<file path="src/rtl/wb_stim_if.sv">
// wb_stim_if: Wishbone classic bus bundle between the core (master) and the
// stimulus responder (slave).
//   adr    master->slave  address
//   sel    master->slave  byte selects
//   we     master->slave  write enable
//   dat_w  master->slave  write data
//   cyc    master->slave  bus cycle
//   stb    master->slave  strobe
//   dat_r  slave->master  read data
//   ack    slave->master  acknowledge
//   err    slave->master  error
interface wb_stim_if #(
    parameter int DW = 32,
    parameter int AW = 32
);
    logic [AW-1:0]   adr;
    logic [DW/8-1:0] sel;
    logic            we;
    logic [DW-1:0]   dat_w;
    logic            cyc;
    logic            stb;
    logic [DW-1:0]   dat_r;
    logic            ack;
    logic            err;

    modport master (output adr, sel, we, dat_w, cyc, stb, input dat_r, ack, err);
    modport slave  (input adr, sel, we, dat_w, cyc, stb, output dat_r, ack, err);
endinterface

</file>
<file path="src/rtl/wb_stim_responder.sv">
// wb_stim_responder: Wishbone slave that answers the core's bus from the
// testbench side. Instruction fetches pop the instruction queue, reads that
// hit the data window pop the data queue, and writes are captured into a FIFO
// drained by the result monitor. Ack is delayed by a programmable wait-state
// count sampled when the request is accepted.
//
// Ports:
//   clk, rst            clock, asynchronous active-high reset
//   wait_states         extra cycles before ack (sampled at request start)
//   bus (slave)         Wishbone adr/sel/we/dat_w/cyc/stb in, dat_r/ack/err out
//   inst_push/word/full instruction queue load port
//   data_push/word/full load-data queue port
//   wr_valid/ready      capture FIFO head handshake
//   wr_adr/dat/sel      captured write fields at the FIFO head
//   fetch_cnt           number of acknowledged instruction fetches
//
// Optional feature: define WB_STIM_ERR_EN to terminate a fetch or data read
// that finds its queue empty with a one-cycle err instead of stalling.
// Without it err is tied low.

// Small synchronous FIFO; callers pass already-qualified write/read enables.
module wb_stim_fifo #(
    parameter int W     = 32,
    parameter int DEPTH = 4
) (
    input  logic         clk,
    input  logic         rst,
    input  logic         wr_en,
    input  logic [W-1:0] wr_data,
    input  logic         rd_en,
    output logic [W-1:0] head,
    output logic         full,
    output logic         empty
);
    localparam int PW = $clog2(DEPTH);

    logic [W-1:0]  mem [DEPTH];
    logic [PW-1:0] wr_ptr_reg;
    logic [PW-1:0] rd_ptr_reg;
    logic [PW:0]   count_reg;

    always_ff @(posedge clk) begin
        if (wr_en) begin
            mem[wr_ptr_reg] <= wr_data;
        end
    end

    always_ff @(posedge clk or posedge rst) begin
        if (rst) begin
            wr_ptr_reg <= '0;
            rd_ptr_reg <= '0;
            count_reg  <= '0;
        end else begin
            if (wr_en) wr_ptr_reg <= wr_ptr_reg + PW'(1);
            if (rd_en) rd_ptr_reg <= rd_ptr_reg + PW'(1);
            case ({wr_en, rd_en})
                2'b10:   count_reg <= count_reg + (PW+1)'(1);
                2'b01:   count_reg <= count_reg - (PW+1)'(1);
                default: ;
            endcase
        end
    end

    assign head  = mem[rd_ptr_reg];
    assign full  = (count_reg == (PW+1)'(DEPTH));
    assign empty = (count_reg == '0);
endmodule

module wb_stim_responder #(
    parameter int DW       = 32,
    parameter int AW       = 32,
    parameter int IQ_DEPTH = 8,
    parameter int DQ_DEPTH = 4,
    parameter int WQ_DEPTH = 4,
    parameter int WS_W     = 4,
    parameter logic [AW-1:0] DATA_BASE = AW'(32'h0000_8000),
    parameter logic [AW-1:0] DATA_MASK = AW'(32'hFFFF_8000)
) (
    input  logic            clk,
    input  logic            rst,
    input  logic [WS_W-1:0] wait_states,
    wb_stim_if.slave        bus,
    input  logic            inst_push,
    input  logic [DW-1:0]   inst_word,
    output logic            inst_full,
    input  logic            data_push,
    input  logic [DW-1:0]   data_word,
    output logic            data_full,
    output logic            wr_valid,
    input  logic            wr_ready,
    output logic [AW-1:0]   wr_adr,
    output logic [DW-1:0]   wr_dat,
    output logic [DW/8-1:0] wr_sel,
    output logic [31:0]     fetch_cnt
);
    localparam int SW = DW / 8;
    localparam int CW = AW + DW + SW;

    typedef enum logic [1:0] {ST_IDLE, ST_WAIT, ST_RESP} state_t;
    typedef enum logic [1:0] {REQ_FETCH, REQ_DREAD, REQ_WRITE} req_t;

    state_t          state_reg, state_next;
    req_t            kind_reg, kind_next;
    logic [WS_W-1:0] cnt_reg, cnt_next;
    logic [AW-1:0]   adr_reg, adr_next;
    logic [DW-1:0]   wdat_reg, wdat_next;
    logic [SW-1:0]   sel_reg, sel_next;
    logic [DW-1:0]   rdat_reg, rdat_next;
    logic            resp_err_reg, resp_err_next;
    logic [31:0]     fetch_cnt_reg, fetch_cnt_next;

    logic            inst_wr, inst_pop, inst_empty;
    logic [DW-1:0]   inst_head;
    logic            data_wr, data_pop, data_empty;
    logic [DW-1:0]   data_head;
    logic            cap_push, cap_pop, cap_full, cap_empty, cap_ready;
    logic [CW-1:0]   cap_head;

    // Full is judged before any same-cycle pop, so a push into a full queue
    // is dropped even if a word leaves on the same edge.
    assign inst_wr = inst_push & ~inst_full;
    assign data_wr = data_push & ~data_full;

    // A full capture FIFO can still accept a write on the edge its head drains.
    assign cap_pop   = wr_valid & wr_ready;
    assign cap_ready = ~cap_full | cap_pop;
    assign wr_valid  = ~cap_empty;
    assign {wr_adr, wr_dat, wr_sel} = cap_head;

    wb_stim_fifo #(.W(DW), .DEPTH(IQ_DEPTH)) u_inst_q (
        .clk(clk), .rst(rst), .wr_en(inst_wr), .wr_data(inst_word),
        .rd_en(inst_pop), .head(inst_head), .full(inst_full), .empty(inst_empty)
    );

    wb_stim_fifo #(.W(DW), .DEPTH(DQ_DEPTH)) u_data_q (
        .clk(clk), .rst(rst), .wr_en(data_wr), .wr_data(data_word),
        .rd_en(data_pop), .head(data_head), .full(data_full), .empty(data_empty)
    );

    wb_stim_fifo #(.W(CW), .DEPTH(WQ_DEPTH)) u_cap_q (
        .clk(clk), .rst(rst), .wr_en(cap_push), .wr_data({adr_reg, wdat_reg, sel_reg}),
        .rd_en(cap_pop), .head(cap_head), .full(cap_full), .empty(cap_empty)
    );

    always_ff @(posedge clk or posedge rst) begin
        if (rst) begin
            state_reg     <= ST_IDLE;
            kind_reg      <= REQ_FETCH;
            cnt_reg       <= '0;
            adr_reg       <= '0;
            wdat_reg      <= '0;
            sel_reg       <= '0;
            rdat_reg      <= '0;
            resp_err_reg  <= 1'b0;
            fetch_cnt_reg <= '0;
        end else begin
            state_reg     <= state_next;
            kind_reg      <= kind_next;
            cnt_reg       <= cnt_next;
            adr_reg       <= adr_next;
            wdat_reg      <= wdat_next;
            sel_reg       <= sel_next;
            rdat_reg      <= rdat_next;
            resp_err_reg  <= resp_err_next;
            fetch_cnt_reg <= fetch_cnt_next;
        end
    end

    // All queue side effects happen on the WAIT->RESP edge so that the
    // registered read data and fetch count line up with the ack cycle.
    always_comb begin
        state_next     = state_reg;
        kind_next      = kind_reg;
        cnt_next       = cnt_reg;
        adr_next       = adr_reg;
        wdat_next      = wdat_reg;
        sel_next       = sel_reg;
        rdat_next      = rdat_reg;
        resp_err_next  = resp_err_reg;
        fetch_cnt_next = fetch_cnt_reg;
        inst_pop       = 1'b0;
        data_pop       = 1'b0;
        cap_push       = 1'b0;

        unique case (state_reg)
            ST_IDLE: begin
                if (bus.cyc && bus.stb) begin
                    adr_next  = bus.adr;
                    wdat_next = bus.dat_w;
                    sel_next  = bus.sel;
                    // Byte selects play no part in classification.
                    if (bus.we)
                        kind_next = REQ_WRITE;
                    else if ((bus.adr & DATA_MASK) == DATA_BASE)
                        kind_next = REQ_DREAD;
                    else
                        kind_next = REQ_FETCH;
                    cnt_next   = wait_states;
                    state_next = ST_WAIT;
                end
            end
            ST_WAIT: begin
                if (!bus.cyc) begin
                    state_next = ST_IDLE;
                end else if (cnt_reg != '0) begin
                    cnt_next = cnt_reg - WS_W'(1);
                end else begin
                    case (kind_reg)
                        REQ_FETCH: begin
                            if (!inst_empty) begin
                                inst_pop       = 1'b1;
                                rdat_next      = inst_head;
                                fetch_cnt_next = fetch_cnt_reg + 32'd1;
                                resp_err_next  = 1'b0;
                                state_next     = ST_RESP;
                            end
`ifdef WB_STIM_ERR_EN
                            else begin
                                resp_err_next = 1'b1;
                                state_next    = ST_RESP;
                            end
`endif
                        end
                        REQ_DREAD: begin
                            if (!data_empty) begin
                                data_pop      = 1'b1;
                                rdat_next     = data_head;
                                resp_err_next = 1'b0;
                                state_next    = ST_RESP;
                            end
`ifdef WB_STIM_ERR_EN
                            else begin
                                resp_err_next = 1'b1;
                                state_next    = ST_RESP;
                            end
`endif
                        end
                        REQ_WRITE: begin
                            if (cap_ready) begin
                                cap_push      = 1'b1;
                                resp_err_next = 1'b0;
                                state_next    = ST_RESP;
                            end
                        end
                        default: ;
                    endcase
                end
            end
            ST_RESP: state_next = ST_IDLE;
            default: state_next = ST_IDLE;
        endcase
    end

    assign bus.dat_r = rdat_reg;
    assign bus.ack   = (state_reg == ST_RESP) & ~resp_err_reg;
`ifdef WB_STIM_ERR_EN
    assign bus.err   = (state_reg == ST_RESP) & resp_err_reg;
`else
    assign bus.err   = 1'b0;
`endif
    assign fetch_cnt = fetch_cnt_reg;
endmodule

</file>
<file path="src/flat_wrapper.sv">
// flat-port wrapper written by rule: the top's interface ports become plain ports
module wb_stim_responder_flat 
#(
    parameter int DW       = 32,
    parameter int AW       = 32,
    parameter int IQ_DEPTH = 8,
    parameter int DQ_DEPTH = 4,
    parameter int WQ_DEPTH = 4,
    parameter int WS_W     = 4,
    parameter logic [AW-1:0] DATA_BASE = AW'(32'h0000_8000),
    parameter logic [AW-1:0] DATA_MASK = AW'(32'hFFFF_8000)
)
  (clk, rst, wait_states, inst_push, inst_word, inst_full, data_push, data_word, data_full, wr_valid, wr_ready, wr_adr, wr_dat, wr_sel, fetch_cnt, bus_adr, bus_sel, bus_we, bus_dat_w, bus_cyc, bus_stb, bus_dat_r, bus_ack, bus_err);
  wb_stim_if #(.DW(DW), .AW(AW)) bus_i ();
  input  logic clk;
  input  logic rst;
  input  logic [WS_W-1:0] wait_states;
  input  logic inst_push;
  input  logic [DW-1:0] inst_word;
  output logic inst_full;
  input  logic data_push;
  input  logic [DW-1:0] data_word;
  output logic data_full;
  output logic wr_valid;
  input  logic wr_ready;
  output logic [AW-1:0] wr_adr;
  output logic [DW-1:0] wr_dat;
  output logic [DW/8-1:0] wr_sel;
  output logic [31:0] fetch_cnt;
  input wire logic [$bits(bus_i.adr)-1:0] bus_adr;
  input wire logic [$bits(bus_i.sel)-1:0] bus_sel;
  input wire logic [$bits(bus_i.we)-1:0] bus_we;
  input wire logic [$bits(bus_i.dat_w)-1:0] bus_dat_w;
  input wire logic [$bits(bus_i.cyc)-1:0] bus_cyc;
  input wire logic [$bits(bus_i.stb)-1:0] bus_stb;
  output wire logic [$bits(bus_i.dat_r)-1:0] bus_dat_r;
  output wire logic [$bits(bus_i.ack)-1:0] bus_ack;
  output wire logic [$bits(bus_i.err)-1:0] bus_err;
  assign bus_i.adr = bus_adr;
  assign bus_i.sel = bus_sel;
  assign bus_i.we = bus_we;
  assign bus_i.dat_w = bus_dat_w;
  assign bus_i.cyc = bus_cyc;
  assign bus_i.stb = bus_stb;
  assign bus_dat_r = bus_i.dat_r;
  assign bus_ack = bus_i.ack;
  assign bus_err = bus_i.err;
  wb_stim_responder #(.DW(DW), .AW(AW), .IQ_DEPTH(IQ_DEPTH), .DQ_DEPTH(DQ_DEPTH), .WQ_DEPTH(WQ_DEPTH), .WS_W(WS_W), .DATA_BASE(DATA_BASE), .DATA_MASK(DATA_MASK)) u_core (.clk(clk), .rst(rst), .wait_states(wait_states), .bus(bus_i), .inst_push(inst_push), .inst_word(inst_word), .inst_full(inst_full), .data_push(data_push), .data_word(data_word), .data_full(data_full), .wr_valid(wr_valid), .wr_ready(wr_ready), .wr_adr(wr_adr), .wr_dat(wr_dat), .wr_sel(wr_sel), .fetch_cnt(fetch_cnt));
endmodule
</file>
<file path="config.mk">
export PLATFORM = sky130hd
export DESIGN_NAME = wb_stim_responder_flat
export DESIGN_NICKNAME = d
export VERILOG_FILES = /design/src/rtl/wb_stim_if.sv /design/src/rtl/wb_stim_responder.sv /design/src/flat_wrapper.sv
export SDC_FILE = /design/constraint.sdc
export NUM_CORES = 1
export LEC_CHECK = 0
export ABC_AREA = 0
export BUFFER_PORTS_ARGS = -buffer_cell sky130_fd_sc_hd__buf_2
export CAP_MARGIN = 20
export CORE_ASPECT_RATIO = 0.8
export CORE_MARGIN = 10
export CORE_UTILIZATION = 60
export CTS_CLUSTER_SIZE = 20
export DETAILED_ROUTE_END_ITERATION = 12
export GPL_TIMING_DRIVEN = 1
export PLACE_DENSITY = 0.82
export SYNTH_ARGS = -nofsm -noshare
export SYNTH_HDL_FRONTEND = slang
export SYNTH_SLANG_ARGS = --single-unit
export TNS_END_PERCENT = 100
</file>
<file path="constraint.sdc">
create_clock -name clk -period 8.3 [get_ports clk]
set_clock_uncertainty 0.05 [all_clocks]
set_input_delay 1.66 -clock clk [delete_from_list [all_inputs] [get_ports clk]]
set_output_delay 1.66 -clock clk [all_outputs]
set_load 0.05 [all_outputs]
</file>
==> results by group, run 1 <==
Layout
  – Synth-to-layout area growth: 15.3%
  – Biggest register: u_core.u_cap_q.mem
  – Top flop regs: u_core.u_cap_q.mem: 272 flops, u_core.u_inst_q.mem: 256 flops, u_core.u_data_q.mem: 128 flops
  – Final Util: 70.3%
  – Final std cells w/o fill: 2810
  – Cell area after layout: 36100 sq um
  – Count of nets after finishing: 2226
  – Final-layout fill cell count: 3105
  – Largest register FFs: 272
  – Layout cells sized above 1: 28.0%

Timing
  – RSZ-0062 raised after global routing: false
  – Fin crit share: 57.8%
  – FMAX: 209 MHz
  – Final hold vios: 0
  – Hold Slack: 0.451 ns
  – Max-slew headroom: 29.0%
  – Least-Margin Pin Slew: 1.06 ns
  – Fin Setup TNS: 0 ns
  – Slew Limit Fails: 0
  – Final setup viols: 0
  – Fin crit period: 4.79 ns

Worst setup path
  – CP peak stage delay: 0.77 ns
  – Critical path's slowest cell: buf_4
  – Critical path cell sequence: buf_4, mux4_2, buf_2
  – Max FO, Critical Path: 44
  – Crit-path leading delay family: buffers and inverters
  – WP data arrival: 3.08 ns
  – Crit Path Category: reg -> out
  – Bufs and invs on worst path: 2
  – CP Capture Type: output pin
  – Startpoint types: flip-flop
  – WP data required: 6.59 ns

Placed design
  – Hpwl dp: 42.9 mm
  – Port bufs: 279
  – DP Area: 33600 sq um
  – Final GP Congestion: 0.830
  – Inst Count DP: 2665

Power and ir drop
  – Peak supply drop: 0.281 mV
  – PD cells: 332 nW/um^2
  – Leak: 13.3 nW

CTS
  – Post-cts resize count: 0
  – CTS Buf Count: 76
  – Post-CTS Hold Buffers: 0
  – CTS max path bufs: 3
  – Post-CTS Setup Bufs: 0
  – Clock Latency Late Sink: 0.60 ns
  – H-tree Lvls: 3
  – CTS Root Cell: clkbuf_16
  – Worst-path clk slew: 0.06 ns
  – Clock sink total: 820
  – CTS tree: yes

Global routing
  – Largest net degree at the start of global routing: 102
  – Global-route wire length before repair: 108 mm
  – Initial antenna violation count: 13
  – Grt ovf: 0
  – Vias in the first global route: 17667
  – Tot GR Track Use: 23.2%

Detailed routing
  – Antenna Nets Post-Route: 0
  – DR pass1 iterations: 6
  – Routed WL per cell: 25.5 microns
  – DRC Markers: 0
  – Via Count: 16829
  – Routed WL: 71.7 mm
  – Via-to-Cell Ratio: 5.99
  – Drt initial violations: 1494

Run status
  – Outcome: finished, final reports clean

Floorplan
  – Die area: 61800 sq um
  – Die Wd: 276 microns
  – # IOs: 281
  – Initial core utilization: 61.0%
  – Die height: 224 microns
  – Core area: 51400 sq um
  – # rows: 74

Synthesis
  – Top_reg_cell synth: edfxtp_1
  – Sequential element share of the synthesized area: 75.9%
  – Netlist cell types: 53
  – Dominant cells by area after synthesis: edfxtp_1 (63%), dfrtp_1 (13%), mux4_2 (9.9%)
  – Yosys reg bits: 820
  – Yosys warns: 0
  – Asr flop ratio synth: 20.0%
  – Post-synth EDFFs: 656
  – Syn Nets: 1920
  – Mean Syn Cell Area: 17.9 sq um
  – Area leader, netlist: edfxtp_1
  – Post-synth top area share: 62.8%
  – Synth Instances: 1755
  – Synthesized area: 31300 sq um

Hold path
  – Hold crit path type: reg -> reg

Run
  – Max cap viols: 0
## stage by stage
step | power [mW] | setup slack, ns
floorplan | 7.68 | 2.16
global placement | 8.41 | 4.08
detailed placement | 8.53 | 4.05
CTS | 12.1 | 3.37
global route | 12.5 | 3.27
finish | 12.0 | 3.51
## layout make-up
cell class | instances | area, sq um | area share [%]
Antenna cell | 7 | 17.5 | 0.0485
Tap cell | 684 | 856 | 2.37
Timing Repair Buffer | 310 | 1650 | 4.56
Inverter | 27 | 106 | 0.294
Clock buffer | 102 | 2100 | 5.82
Sequential cell | 820 | 23800 | 65.9
Multi-Input combinational cell | 826 | 7180 | 19.9
Clock inverter | 34 | 422 | 1.17
## layer usage
metal	track usage, %	share of wire [%]
met2	36.9	49
met5	0	0.084
met4	8.01	2.6
met1	31.2	41
met3	5.81	7.3
## layout by cell type (no fill, tap or decap), drive strengths merged, types with 12 or more instances in the layout
master	n
edfxtp	656
buf	310
nand2	262
dfrtp	164
mux4	138
clkbuf	102
nor2	69
mux2i	60
a21oi	53
xnor2	33
inv	27
nand3	25
clkinv	22
xor2	19
ha	18
nor2b	18
a211oi	14
a31oi	14
a22oi	14
and2	13
nor3	12
## logic make-up after synthesis
logic type	after synthesis	share of synthesized area, %
compound gates	110	2.08
xor+xnor	52	1.48
simple gates	444	6.37
buf+inv	109	1.39
flops	820	75.9
mux	198	11.8
fa+ha+maj	21	0.910
other cells	1	0.0120
## synth_stat cells, types with 15 or more instances
cell      count
nand3_1      25
inv_1        26
nand2_1     262
mux4_2      138
xnor2_1      32
clkbuf_1     56
a21oi_1      53
nor2b_1      18
mux2i_1      60
buf_1        15
xor2_1       19
edfxtp_1    656
dfrtp_1     164
ha_1         18
nor2_1       68
## report_power, final
part           switching (mW)  total (mW)  internal (mW)
clock                    1.44        3.54           2.09
combinational            2.00        2.95          0.949
sequential              0.409        5.51           5.10
total                    3.86        12.0           8.14
## final timing paths
check,start,to,slack [ns],cells after the start
setup / recovery,u_core.u_cap_q.rd_ptr_reg[0],wr_dat[17],3.51,3
hold / removal,u_core.fetch_cnt[31],u_core.fetch_cnt[31],0.45,1
setup reg to reg,u_core.kind_reg[0],u_core.u_data_q.count_reg[2],4.79,10
hold reg to reg,u_core.fetch_cnt[31],u_core.fetch_cnt[31],0.45,1
max in group asynchronous,rst,u_core.u_cap_q.rd_ptr_reg[0],5.46,4
min in group asynchronous,rst,u_core.bus.dat_r[10],0.92,2
(Power assumes the default switching activity.)
==> run 2, diff against run 1 <==
--- a/config.mk
+++ b/config.mk
@@ -10,11 +10,11 @@
 export CAP_MARGIN = 20
 export CORE_ASPECT_RATIO = 0.8
 export CORE_MARGIN = 10
-export CORE_UTILIZATION = 60
+export CORE_UTILIZATION = 53
 export CTS_CLUSTER_SIZE = 20
 export DETAILED_ROUTE_END_ITERATION = 12
 export GPL_TIMING_DRIVEN = 1
-export PLACE_DENSITY = 0.82
+export PLACE_DENSITY = 0.77
 export SYNTH_ARGS = -nofsm -noshare
 export SYNTH_HDL_FRONTEND = slang
 export SYNTH_SLANG_ARGS = --single-unit
==> constraint.sdc (replaced) <==
create_clock -name clk -period 4.3 [get_ports clk]
set_clock_uncertainty 0.05 [all_clocks]
set_input_delay 0.86 -clock clk [delete_from_list [all_inputs] [get_ports clk]]
set_output_delay 0.86 -clock clk [all_outputs]
set_load 0.05 [all_outputs]
==> run 2 against run 1 <==
Routed wire length decreased by 2.1%. Highest routed layer unchanged. Largest power group unchanged. Critical path type unchanged. Global-route usage decreased by 3.1 points. First-iteration DRC count decreased by 13%. Register-to-register slack got worse by 3.6 ns. Clock-buffer cell count increased by 10. Worst setup slack got worse by 2.7 ns. Die area increased by 12%.
==> results by group, run 2 (synthesis gave the netlist of run 1 again) <==
CTS
  – Post-CTS Hold Buffers: 0
  – CTS tree: yes
  – Post-CTS Setup Bufs: 0
  – Post-cts resize count: 0
  – CTS Buf Count: 77
  – Worst-path clk slew: 0.06 ns
  – H-tree Lvls: 3
  – CTS max path bufs: 3
  – Clock sink total: 820
  – CTS Root Cell: clkbuf_16
  – Clock Latency Late Sink: 0.62 ns

Worst setup path
  – CP Capture Type: output pin
  – R2r setup slk: 1.23 ns
  – Crit path to: wr_adr[26]
  – Max FO, Critical Path: 19
  – Critical path cell sequence: buf_4, mux4_2, buf_2
  – Worst Reg2Reg Path Length in Cells: 10
  – Startpoint types: flip-flop
  – Bufs and invs on worst path: 2
  – Crit-path leading delay family: flip-flops
  – Reg2reg start: u_core.u_inst_q.count_reg[3]
  – Crit Path Category: reg -> out
  – Reg2reg end: u_core.u_inst_q.count_reg[3]
  – WP depth: 3
  – CP peak stage delay: 0.67 ns
  – CP Launch Point: u_core.u_cap_q.rd_ptr_reg[0]
  – WP data required: 3.39 ns
  – WP data arrival: 2.57 ns
  – Critical path's slowest cell: dfrtp_4

Power and ir drop
  – Sw frac: 32.5%
  – Seq pwr share: 45.9%
  – Peak supply drop: 0.456 mV
  – Clock power share: 29.1%
  – Internal: 15.6 mW
  – Leak: 13.3 nW
  – Switching Power: 7.50 mW
  – Combinational share of power: 25.0%
  – PD cells: 634 nW/um^2

Timing
  – Slew Limit Fails: 0
  – Fin Setup TNS: 0 ns
  – FMAX: 287 MHz
  – RSZ-0062 raised after global routing: false
  – Final worst slack: 0.821 ns
  – Least-Margin Pin Slew: 0.973 ns
  – Final hold vios: 0
  – Fin crit share: 80.9%
  – Fin crit period: 3.48 ns
  – Final setup viols: 0
  – Max-slew headroom: 35.0%

Global routing
  – GRT Max-Usage Layer: met2
  – Tot GR Track Use: 20.2%
  – M1 GR Usage: 26.6%
  – Vias in the first global route: 17312
  – Initial antenna violation count: 13
  – Grt ovf: 0
  – M3 GR Usage: 4.91%
  – Largest net degree at the start of global routing: 74
  – Met2 Use GR: 33.3%
  – Global-route wire length before repair: 107 mm

Layout
  – Largest register FFs: 272
  – Most common library cell in the layout ignoring fill and taps: edfxtp_1
  – Biggest register: u_core.u_cap_q.mem
  – Count of nets after finishing: 2233
  – Top flop regs: u_core.u_cap_q.mem: 272 flops, u_core.u_inst_q.mem: 256 flops, u_core.u_data_q.mem: 128 flops
  – Final Util: 62.4%
  – Synth-to-layout area growth: 16.0%
  – Cell area after layout: 36400 sq um
  – Commonest cells after routing, fill and taps aside: edfxtp_1 (656), buf_2 (279), nand2_1 (262)
  – Layout cells sized above 1: 28.0%

Placed design
  – Hpwl dp: 43.1 mm
  – Final GP Congestion: 0.768
  – Port bufs: 279
  – DP Area: 33900 sq um
  – Post-Place Setup Slack: 1.07 ns

Floorplan
  – # IOs: 281
  – Core area: 58300 sq um
  – Initial core utilization: 53.8%
  – Die height: 238 microns
  – # rows: 79
  – Die area: 69300 sq um
  – Die Wd: 292 microns

Run
  – Max cap viols: 0

Detailed routing
  – Via Count: 16600
  – DRC Markers: 0
  – Routed WL per cell: 24.1 microns
  – Antenna Nets Post-Route: 0
  – Drt initial violations: 1295
  – Via-to-Cell Ratio: 5.71
  – DR pass1 iterations: 5
  – Routed WL: 70.2 mm

Run status
  – Outcome: finished, final reports clean

Hold path
  – Hold crit path type: in -> reg
-- run 2: power by group through the flow --
stage	sequential [mW]	clock, mW	combinational [mW]
2_1_floorplan	10.9	0	3.94
3_3_place_gp	10.6	0	5.72
6_report	10.6	6.70	5.76
4_1_cts	10.6	6.82	5.86
5_1_grt	10.7	7.15	6.14
3_5_place_dp	10.7	0	5.82
-- run 2: worst min-delay path: cells and delay by family --
family,cells,cell delay [ns]
buffers and inverters,1,0.07
AND/OR/NAND/NOR,2,0.08
-- run 2: cell type report --
class	count	area (sq um)
Fill cell	4043	21900
Sequential cell	820	23800
Timing Repair Buffer	316	1770
Multi-Input combinational cell	826	7200
Clock inverter	30	368
Tap cell	769	962
Inverter	27	105
Clock buffer	112	2130
Antenna cell	7	17.5
-- run 2: per-stage QoR --
stage,total power [mW],instances,hold slack (ns)
finish,23.1,2907,0.365
detailed placement,16.6,2758,0.424
floorplan,14.8,1755,0.397
CTS,23.3,2900,0.337
global placement,16.4,2758,0.416
global route,24.0,2905,0.350
-- run 2: metal layers --
metal / wire, microns / vias to the layer above
met4: 1470 / 12
met1: 28700 / 8616
met2: 35500 / 514
met5: 81 / -
li1: - / 7341
met3: 4440 / 117
-- run 2: worst min-delay path by stage --
stage,startpoint,end,depth (start not counted)
after floorplan,u_core.u_cap_q.count_reg[2],u_core.u_cap_q.count_reg[2],1
after CTS,bus_dat_w[24],u_core.wdat_reg[24],3
after detailed placement,u_core.u_cap_q.count_reg[2],u_core.u_cap_q.count_reg[2],1
final,bus_dat_w[16],u_core.wdat_reg[16],3
after global placement,u_core.fetch_cnt[21],u_core.fetch_cnt[21],1
after global routing,bus_dat_w[24],u_core.wdat_reg[24],3
